[config.mk]
export PLATFORM = sky130hd
export DESIGN_NAME = sipo_frame_rx
export DESIGN_NICKNAME = d
export VERILOG_FILES = /design/src/rtl/sipo_frame_rx_pkg.sv /design/src/rtl/sipo_frame_rx_shift.sv /design/src/rtl/sipo_frame_rx.sv
export SDC_FILE = /design/constraint.sdc
export NUM_CORES = 1
export LEC_CHECK = 0
export BUFFER_PORTS_ARGS = -buffer_cell sky130_fd_sc_hd__buf_2
export CAP_MARGIN = 25
export CORE_AREA = 2 2 39 41
export CTS_BUF_LIST = sky130_fd_sc_hd__clkbuf_2
export DETAILED_ROUTE_END_ITERATION = 8
export DIE_AREA = 0 0 41 43
export GPL_TIMING_DRIVEN = 0
export HOLD_SLACK_MARGIN = 0.03
export PLACE_DENSITY = 0.71
export SLEW_MARGIN = 20
export SYNTH_ARGS = -nofsm -noshare
export SYNTH_HDL_FRONTEND = slang
export SYNTH_SLANG_ARGS = --single-unit
[constraint.sdc]
create_clock -name clk -period 1 [get_ports clk]
set_input_delay 0.1 -clock clk [delete_from_list [all_inputs] [get_ports clk]]
set_output_delay 0.1 -clock clk [all_outputs]
set_load 0.05 [all_outputs]
[src/rtl/sipo_frame_rx_pkg.sv]
// sipo_frame_rx shared types: FSM states, line levels, parity helper.
// Optional parity feature is selected with SIPO_FRAME_RX_PARITY_EN.
package sipo_frame_rx_pkg;

    typedef enum logic [1:0] {
        S_IDLE   = 2'd0,
        S_DATA   = 2'd1,
        S_PARITY = 2'd2,
        S_STOP   = 2'd3
    } state_t;

    localparam logic DEF_IDLE_LEVEL = 1'b0;
    localparam logic START_BIT      = ~DEF_IDLE_LEVEL;
    localparam logic STOP_BIT       = DEF_IDLE_LEVEL;

    function automatic logic start_bit_of(input logic idle_level);
        return ~idle_level;
    endfunction

    function automatic logic stop_bit_of(input logic idle_level);
        return idle_level;
    endfunction

    // Even-parity bit of a word (zero-extended to 32 bits).
    function automatic logic even_parity(input logic [31:0] d);
        return ^d;
    endfunction

endpackage

[src/rtl/sipo_frame_rx_shift.sv]
// sipo_shift_core: MSB-first shift register plus bit counter.
// last_bit_o is high while the final data bit of a frame is being taken.
module sipo_shift_core #(
    parameter int WIDTH = 4
) (
    input  logic             clk,
    input  logic             reset_n,
    input  logic             clear_i,
    input  logic             shift_en_i,
    input  logic             bit_i,
    output logic [WIDTH-1:0] data_o,
    output logic             last_bit_o
);
    import sipo_frame_rx_pkg::*;

    localparam int CW = $clog2(WIDTH);

    logic [WIDTH-1:0] shreg_q, shreg_d;
    logic [CW-1:0]    cnt_q, cnt_d;

    assign data_o     = shreg_q;
    assign last_bit_o = (cnt_q == CW'(WIDTH - 1));

    // Next-state for shift register and counter.
    always_comb begin
        shreg_d = shreg_q;
        cnt_d   = cnt_q;
        if (clear_i) begin
            shreg_d = '0;
            cnt_d   = '0;
        end else if (shift_en_i) begin
            shreg_d = {shreg_q[WIDTH-2:0], bit_i};
            cnt_d   = last_bit_o ? '0 : cnt_q + 1'b1;
        end
    end

    // State registers with synchronous reset.
    always_ff @(posedge clk) begin
        if (!reset_n) begin
            shreg_q <= '0;
            cnt_q   <= '0;
        end else begin
            shreg_q <= shreg_d;
            cnt_q   <= cnt_d;
        end
    end

endmodule

[src/rtl/sipo_frame_rx.sv]
// sipo_frame_rx: serial frame receiver with valid/ready output and error flags.
// Define SIPO_FRAME_RX_PARITY_EN to add an even-parity bit after the data.
module sipo_frame_rx #(
    parameter int   WIDTH      = 4,
    parameter logic IDLE_LEVEL = 1'b0
) (
    input  logic             clk,
    input  logic             reset_n,
    input  logic             sdi,
    input  logic             sdi_en,
    output logic [WIDTH-1:0] out_data,
    output logic             out_valid,
    input  logic             out_ready,
    output logic             overrun,
    input  logic             overrun_clr,
    output logic             frame_err,
    output logic             busy
);
    import sipo_frame_rx_pkg::*;

    localparam logic START_B = start_bit_of(IDLE_LEVEL);
    localparam logic STOP_B  = stop_bit_of(IDLE_LEVEL);

    state_t           state_q, state_d;
    logic [WIDTH-1:0] out_data_q, out_data_d;
    logic             out_valid_q, out_valid_d;
    logic             overrun_q, overrun_d;
    logic             frame_err_q, frame_err_d;
    logic             shift_en, clear;
    logic             last_bit;
    logic [WIDTH-1:0] shreg;

    sipo_shift_core #(.WIDTH(WIDTH)) u_core (
        .clk        (clk),
        .reset_n    (reset_n),
        .clear_i    (clear),
        .shift_en_i (shift_en),
        .bit_i      (sdi),
        .data_o     (shreg),
        .last_bit_o (last_bit)
    );

    assign out_data  = out_data_q;
    assign out_valid = out_valid_q;
    assign overrun   = overrun_q;
    assign frame_err = frame_err_q;
    assign busy      = (state_q != S_IDLE);

    // FSM, holding register and flag next-state; advances only on sdi_en.
    always_comb begin
        state_d     = state_q;
        out_data_d  = out_data_q;
        out_valid_d = out_valid_q && !out_ready;
        overrun_d   = overrun_q && !overrun_clr;
        frame_err_d = 1'b0;
        shift_en    = 1'b0;
        clear       = 1'b0;
        if (sdi_en) begin
            case (state_q)
                S_IDLE: begin
                    if (sdi == START_B) begin
                        state_d = S_DATA;
                        clear   = 1'b1;
                    end
                end
                S_DATA: begin
                    shift_en = 1'b1;
                    if (last_bit) begin
`ifdef SIPO_FRAME_RX_PARITY_EN
                        state_d = S_PARITY;
`else
                        state_d = S_STOP;
`endif
                    end
                end
                S_PARITY: begin
`ifdef SIPO_FRAME_RX_PARITY_EN
                    if (even_parity(32'(shreg)) ^ sdi) begin
                        frame_err_d = 1'b1;
                        state_d     = S_IDLE;
                    end else begin
                        state_d = S_STOP;
                    end
`else
                    state_d = S_IDLE;
`endif
                end
                S_STOP: begin
                    state_d = S_IDLE;
                    if (sdi == STOP_B) begin
                        if (!out_valid_q || out_ready) begin
                            out_data_d  = shreg;
                            out_valid_d = 1'b1;
                        end else begin
                            overrun_d = 1'b1;
                        end
                    end else begin
                        frame_err_d = 1'b1;
                    end
                end
                default: state_d = S_IDLE;
            endcase
        end
    end

    // State registers with synchronous reset.
    always_ff @(posedge clk) begin
        if (!reset_n) begin
            state_q     <= S_IDLE;
            out_data_q  <= '0;
            out_valid_q <= 1'b0;
            overrun_q   <= 1'b0;
            frame_err_q <= 1'b0;
        end else begin
            state_q     <= state_d;
            out_data_q  <= out_data_d;
            out_valid_q <= out_valid_d;
            overrun_q   <= overrun_d;
            frame_err_q <= frame_err_d;
        end
    end

endmodule

Word-level counts from Yosys, hierarchy flattened
Index checks and enable logic that the tools add are counted.
{ "classes": {"n_addsub": 1, "bitwise": 2, "mux": 17, "n_reduce_logical": 13, "n_eq_ne": 6} }
{ "op_table": {"columns": ["op", "count"], "rows": [
  ["$mux W1", 13],
  ["$eq A2 B2 Y1 const B", 3],
  ["$mux W2", 3],
  ["$pmux W2 S3", 1],
  ["$reduce_and A3 Y1", 2],
  ["$reduce_and A4 Y1", 1],
  ["$reduce_or A2 Y1", 2],
  ["$logic_not A1 Y1", 3],
  ["$add A2 B1 Y2 const B", 1],
  ["$eq A2 B1 Y1 const B", 1],
  ["$logic_and A1 B1 Y1", 2],
  ["$logic_not A2 Y1", 1],
  ["$ne A2 B1 Y1 const B", 1],
  ["$ne A2 B2 Y1 const B", 1],
  ["$not A1 Y1", 2],
  ["$reduce_bool A2 Y1", 1],
  ["$logic_or A1 B1 Y1", 1]
]} }
{ "totals": {"wordCells": 46, "input_bits": 6, "regBits": 15} }

Depth between registers and ports, before layout
{ "depth": {"depth_word": 6, "mapped_depth": 5} }

By module
Synthesis repeated with hierarchy kept, for this count alone.
{ "hier_totals": {"cells_unflattened": 66, "area_unflattened_um2": 629.4} }
{ "by_module_without_submodules": {"columns": ["mod", "instances", "seq_area_each_um2", "area_per_inst_um2", "cells_each"], "rows": [
  ["sipo_frame_rx", 1, 180.2, 386.6, 44],
  ["sipo_shift_core", 1, 120.1, 242.7, 22]
]} }

Least setup slack after synthesis
OpenSTA, ideal clock, no wires.
{ "synth_path": {"path_kind": "reg2reg", "from": "register out_valid_q, in the netlist out_valid", "to": "register out_data_q[0], in the netlist out_data[0]", "path_stages_with_launch": 5, "slack_ns": -0.262, "period_less_slack_ns": 1.262, "arrival_ns": 1.142, "setup_time_ns": 0.120, "n_path_buf": 1, "cell_sequence": "dfxtp_1 nand2b_1 nor2b_1 clkbuf_2 mux2i_1"} }
{ "synth_via": {"elab_chain_cells": 3} }
{ "synth_rtl": {"columns": ["item", "line", "source"], "rows": [
  ["start, declared", "sipo_frame_rx.sv:26", "logic out_valid_q, out_valid_d;"],
  ["start signal, assigned", "sipo_frame_rx.sv:117", "out_valid_q <= out_valid_d;"],
  ["$logic_not A1 Y1", "sipo_frame_rx.sv:91", "if (!out_valid_q || out_ready) begin"],
  ["$logic_or A1 B1 Y1", "sipo_frame_rx.sv:91", null],
  ["$reduce_and A4 Y1 (no source line)", null, null],
  ["end signal, assigned", "sipo_frame_rx.sv:116", "out_data_q <= out_data_d;"],
  ["end, declared", "sipo_frame_rx.sv:25", "logic [WIDTH-1:0] out_data_q, out_data_d;"]
]} }
No other way between the ends.
A chain may end at the register's enable or synchronous reset.

Final worst setup path
{ "layout_path": {"from": "register state_q[0]", "to": "output busy"} }
{ "layout_via": {"elab_chain_cells": 1} }
{ "layout_rtl": {"columns": ["item", "line", "source"], "rows": [
  ["start, declared", "sipo_frame_rx.sv:24", "state_t state_q, state_d;"],
  ["start signal, assigned", "sipo_frame_rx.sv:115", "state_q <= state_d;"],
  ["$reduce_bool A2 Y1", "sipo_frame_rx.sv:47", "assign busy = (state_q != S_IDLE);"],
  ["end, declared", "sipo_frame_rx.sv:17", "output logic busy"]
]} }
No other way between the ends.

==> summary.txt <==
NetSw = 0.256 mW
WP data required = 0.90 ns
CP Cell Sequence = or2_4 > buf_6
Number of synthesized flops with an enable pin = 0
Startpoint Class = flip-flop
CP peak stage delay = 0.39 ns
Core Rows = 14
Skew-Pair Late Insertion Delay = 0.27 ns
Initial detailed-routing violation count = 8
Cell Area, Placed = 714 um^2
Die width = 41 um
Die area = 1760 um^2
Multi-input logic area = 324 um^2
First-pass GRT wire length = 1780 um
VDD IR max = 0.847 mV
Congestion Overflow GR = 0
Slew HR = 74.6%
Crit path from = state_q[0]$_SDFFE_PN0P_
RSZ-0062 raised after global routing = true
Delay-heaviest family, CP = flip-flops
Synthesized area per cell = 9.60 um^2
Leak pwr = 0.369 nW
Yosys top cell area share = 48.9%
Final wirelength = 1150 um
TritonCTS buffer count = 3
Root Driver = clkbuf_2
Worst path bufs/invs = 1
Placed cell count = 92
Synth warnings = 0
Die Ht = 43 um
Layout Cells excl Fill = 101
Top-count cell post-synth = dfxtp_1
Post-route minimum period = 1.17 ns
Post-synthesis cell area = 614 um^2
Clk buf depth = 2
CP arrival = 1.07 ns
Crit path max fanout = 4
Worst Hold Launch = sdi
Number of global-route vias before repair = 492
Seq. cell area = 315 um^2
Flop pwr share = 60.9%
Synth Register Bits = 15
Ports = 14
Dominant synthesized flop cell = dfxtp_1
Max Clk Rate = 0.851 GHz
Hold-fix buffers, CTS = 0
Comb pwr share = 10.2%
Largest net degree at the start of global routing = 11
Initial antenna violation count = 0
CP endpoint kind = primary output
Post-DRT Antenna Nets = 0
Endpoints failing setup = 11
Endpoints failing hold = 0
Commonest cells in the netlist = dfxtp_1, nand2_1, mux2i_1
Wire length per cell after detailed routing = 11.4 um
CORE AREA = 1380 um^2
Yosys cell types = 22
Design area = 832 um^2
Cells after Synth = 64
Largest cells by area after synthesis = dfxtp_1, mux2i_1, nand2_1, nor2_1, nand3b_4
Fill count = 121
Synthesized Nets = 71
Antenna fix cells = 0
CTS tree = done
DR vias = 494
Sequential cell area fraction in the yosys report = 48.9%
Post-route DRC = 0
Failing checks = setup timing
Cell Pwr Density = 1190 nW/um^2
Clock-pin slew on the worst setup and hold paths = 0.15 ns
Clk pwr share = 28.9%
Fin nets = 93
PortBufs = 12
HPWL Detailed = 791 um
Worst-margin pin slew = 0.382 ns
GR Util met2 = 28.4%
Outcome = finished with violations
Layout cell share with drive strength beyond 1 = 41.2%
Area delta synth->final = 35.4%
DRT Pass-1 Iters = 4
Global Route Usage Sum = 15.1%
Starting density of the core = 44.4%
Routability cong. = 0.791
Crit-path slowest cell = dfxtp_4
Final slew viol count = 0
R2r startpoint = state_q[0]$_SDFFE_PN0P_
Sw Share = 25.8%
Slack of the critical path = -0.175 ns
Clk sinks = 15
Hold Path Class = input pin to flip-flop
M3 GR Usage = 3.14%
CP Class = flip-flop to primary output
Synth area leader = dfxtp_1
Int Power = 0.735 mW
Drt via density = 4.89
Busiest grt layer = met2
Max cap viols = 0
Layout Skew = 0.00497 ns
H-tree depth = 1
Tcrit/Tclk final = 117%
Met1 usage = 13.3%
Post-synth ARST share = 0%
area by class of cell:
class | instances | area share, %
multi-input cells | 45 | 38.9
clock inverters | 1 | 0.602
clock buffers | 3 | 1.80
inverters | 1 | 0.451
flip-flops and latches | 15 | 37.9
well taps | 16 | 2.41
plain buffers | 3 | 1.95
repair buffers | 17 | 15.9
worst paths after layout:
path,slack (ns),endpoint,cells after the start
worst max-delay path,-0.17,busy,2
worst min-delay path,0.10,u_core.data_o[0]$_SDFFE_PP0P_,3
worst max register to register,-0.09,u_core.cnt_q[0]$_SDFFE_PP0P_,4
worst min register to register,0.47,out_data[3]$_SDFFE_PN0P_,2
sequential cells by signal, summed over array words and instances (netlist names):
register and cells:
out_data 4, u_core.data_o 4, state_q 2, u_core.cnt_q 2, frame_err 1, out_valid 1, overrun 1
worst reg2reg max path, cell delays in order, from the launching register on:
cell and delay [ns]:
dfxtp_4 0.39, buf_4 0.12, nand3b_4 0.09, or3_4 0.34, a21oi_2 0.11
logic make-up (layout without fill, tap and decap cells):
| kind of cell | count (synthesis) | count (layout) | synth area share, % |
|---|---|---|---|
| and+or+nand+nor | 29 | 29 | 24.0 |
| DFF | 15 | 15 | 48.9 |
| muxes | 10 | 10 | 16.3 |
| AOI/OAI and AO/OA | 5 | 5 | 5.91 |
| buffers and inverters | 4 | 25 | 2.85 |
| adders and majority gates | 1 | 1 | 2.04 |
power groups by stage:
stage          Clock [mW]  Combinational, mW  Sequential (mW)
6_report            0.286              0.101            0.604
3_3_place_gp            0             0.0764            0.620
3_5_place_dp            0             0.0768            0.621
5_1_grt             0.316              0.109            0.605
2_1_floorplan           0             0.0557            0.619
4_1_cts             0.291             0.0990            0.602
layout by cell type (no fill, tap or decap), drive strengths merged:
cell type,instances
clkinv,1
o21ai,1
nand2b,1
inv,1
nor2b,1
nand4b,1
clkbuf,7
buf,16
nand3,2
o22ai,1
a21boi,1
nand3b,1
or3,1
and2,2
or2,1
a21oi,2
mux2i,10
dfxtp,15
nor2,7
nand2,12
ha,1
metrics by stage:
step	utilization [%]	hold WS, ns	setup WS [ns]	power, mW	setup TNS [ns]
after floorplan	-	0.248	-0.0370	0.675	-0.256
after global placement	51.6	0.398	-0.0934	0.697	-0.422
after detailed placement	51.6	0.401	-0.135	0.697	-0.594
after CTS	57.5	0.113	-0.173	0.992	-0.852
after global routing	60.1	0.116	-0.213	1.03	-1.40
final	60.1	0.101	-0.175	0.992	-0.731
routing by layer:
layer	vias to the layer above	routed length [um]	share of wire, %
li1	254	-	-
met3	2	38	3.3
met2	11	607	53
met1	227	485	42
met4	0	16	1.4
met5	-	0	0
timing repair:
action	4_1_cts	5_1_grt
gates resized for setup	8	14
pin swaps	4	2
buffers inserted	5	0
setup endpoints to repair	13	18
(Power assumes the default switching activity.)
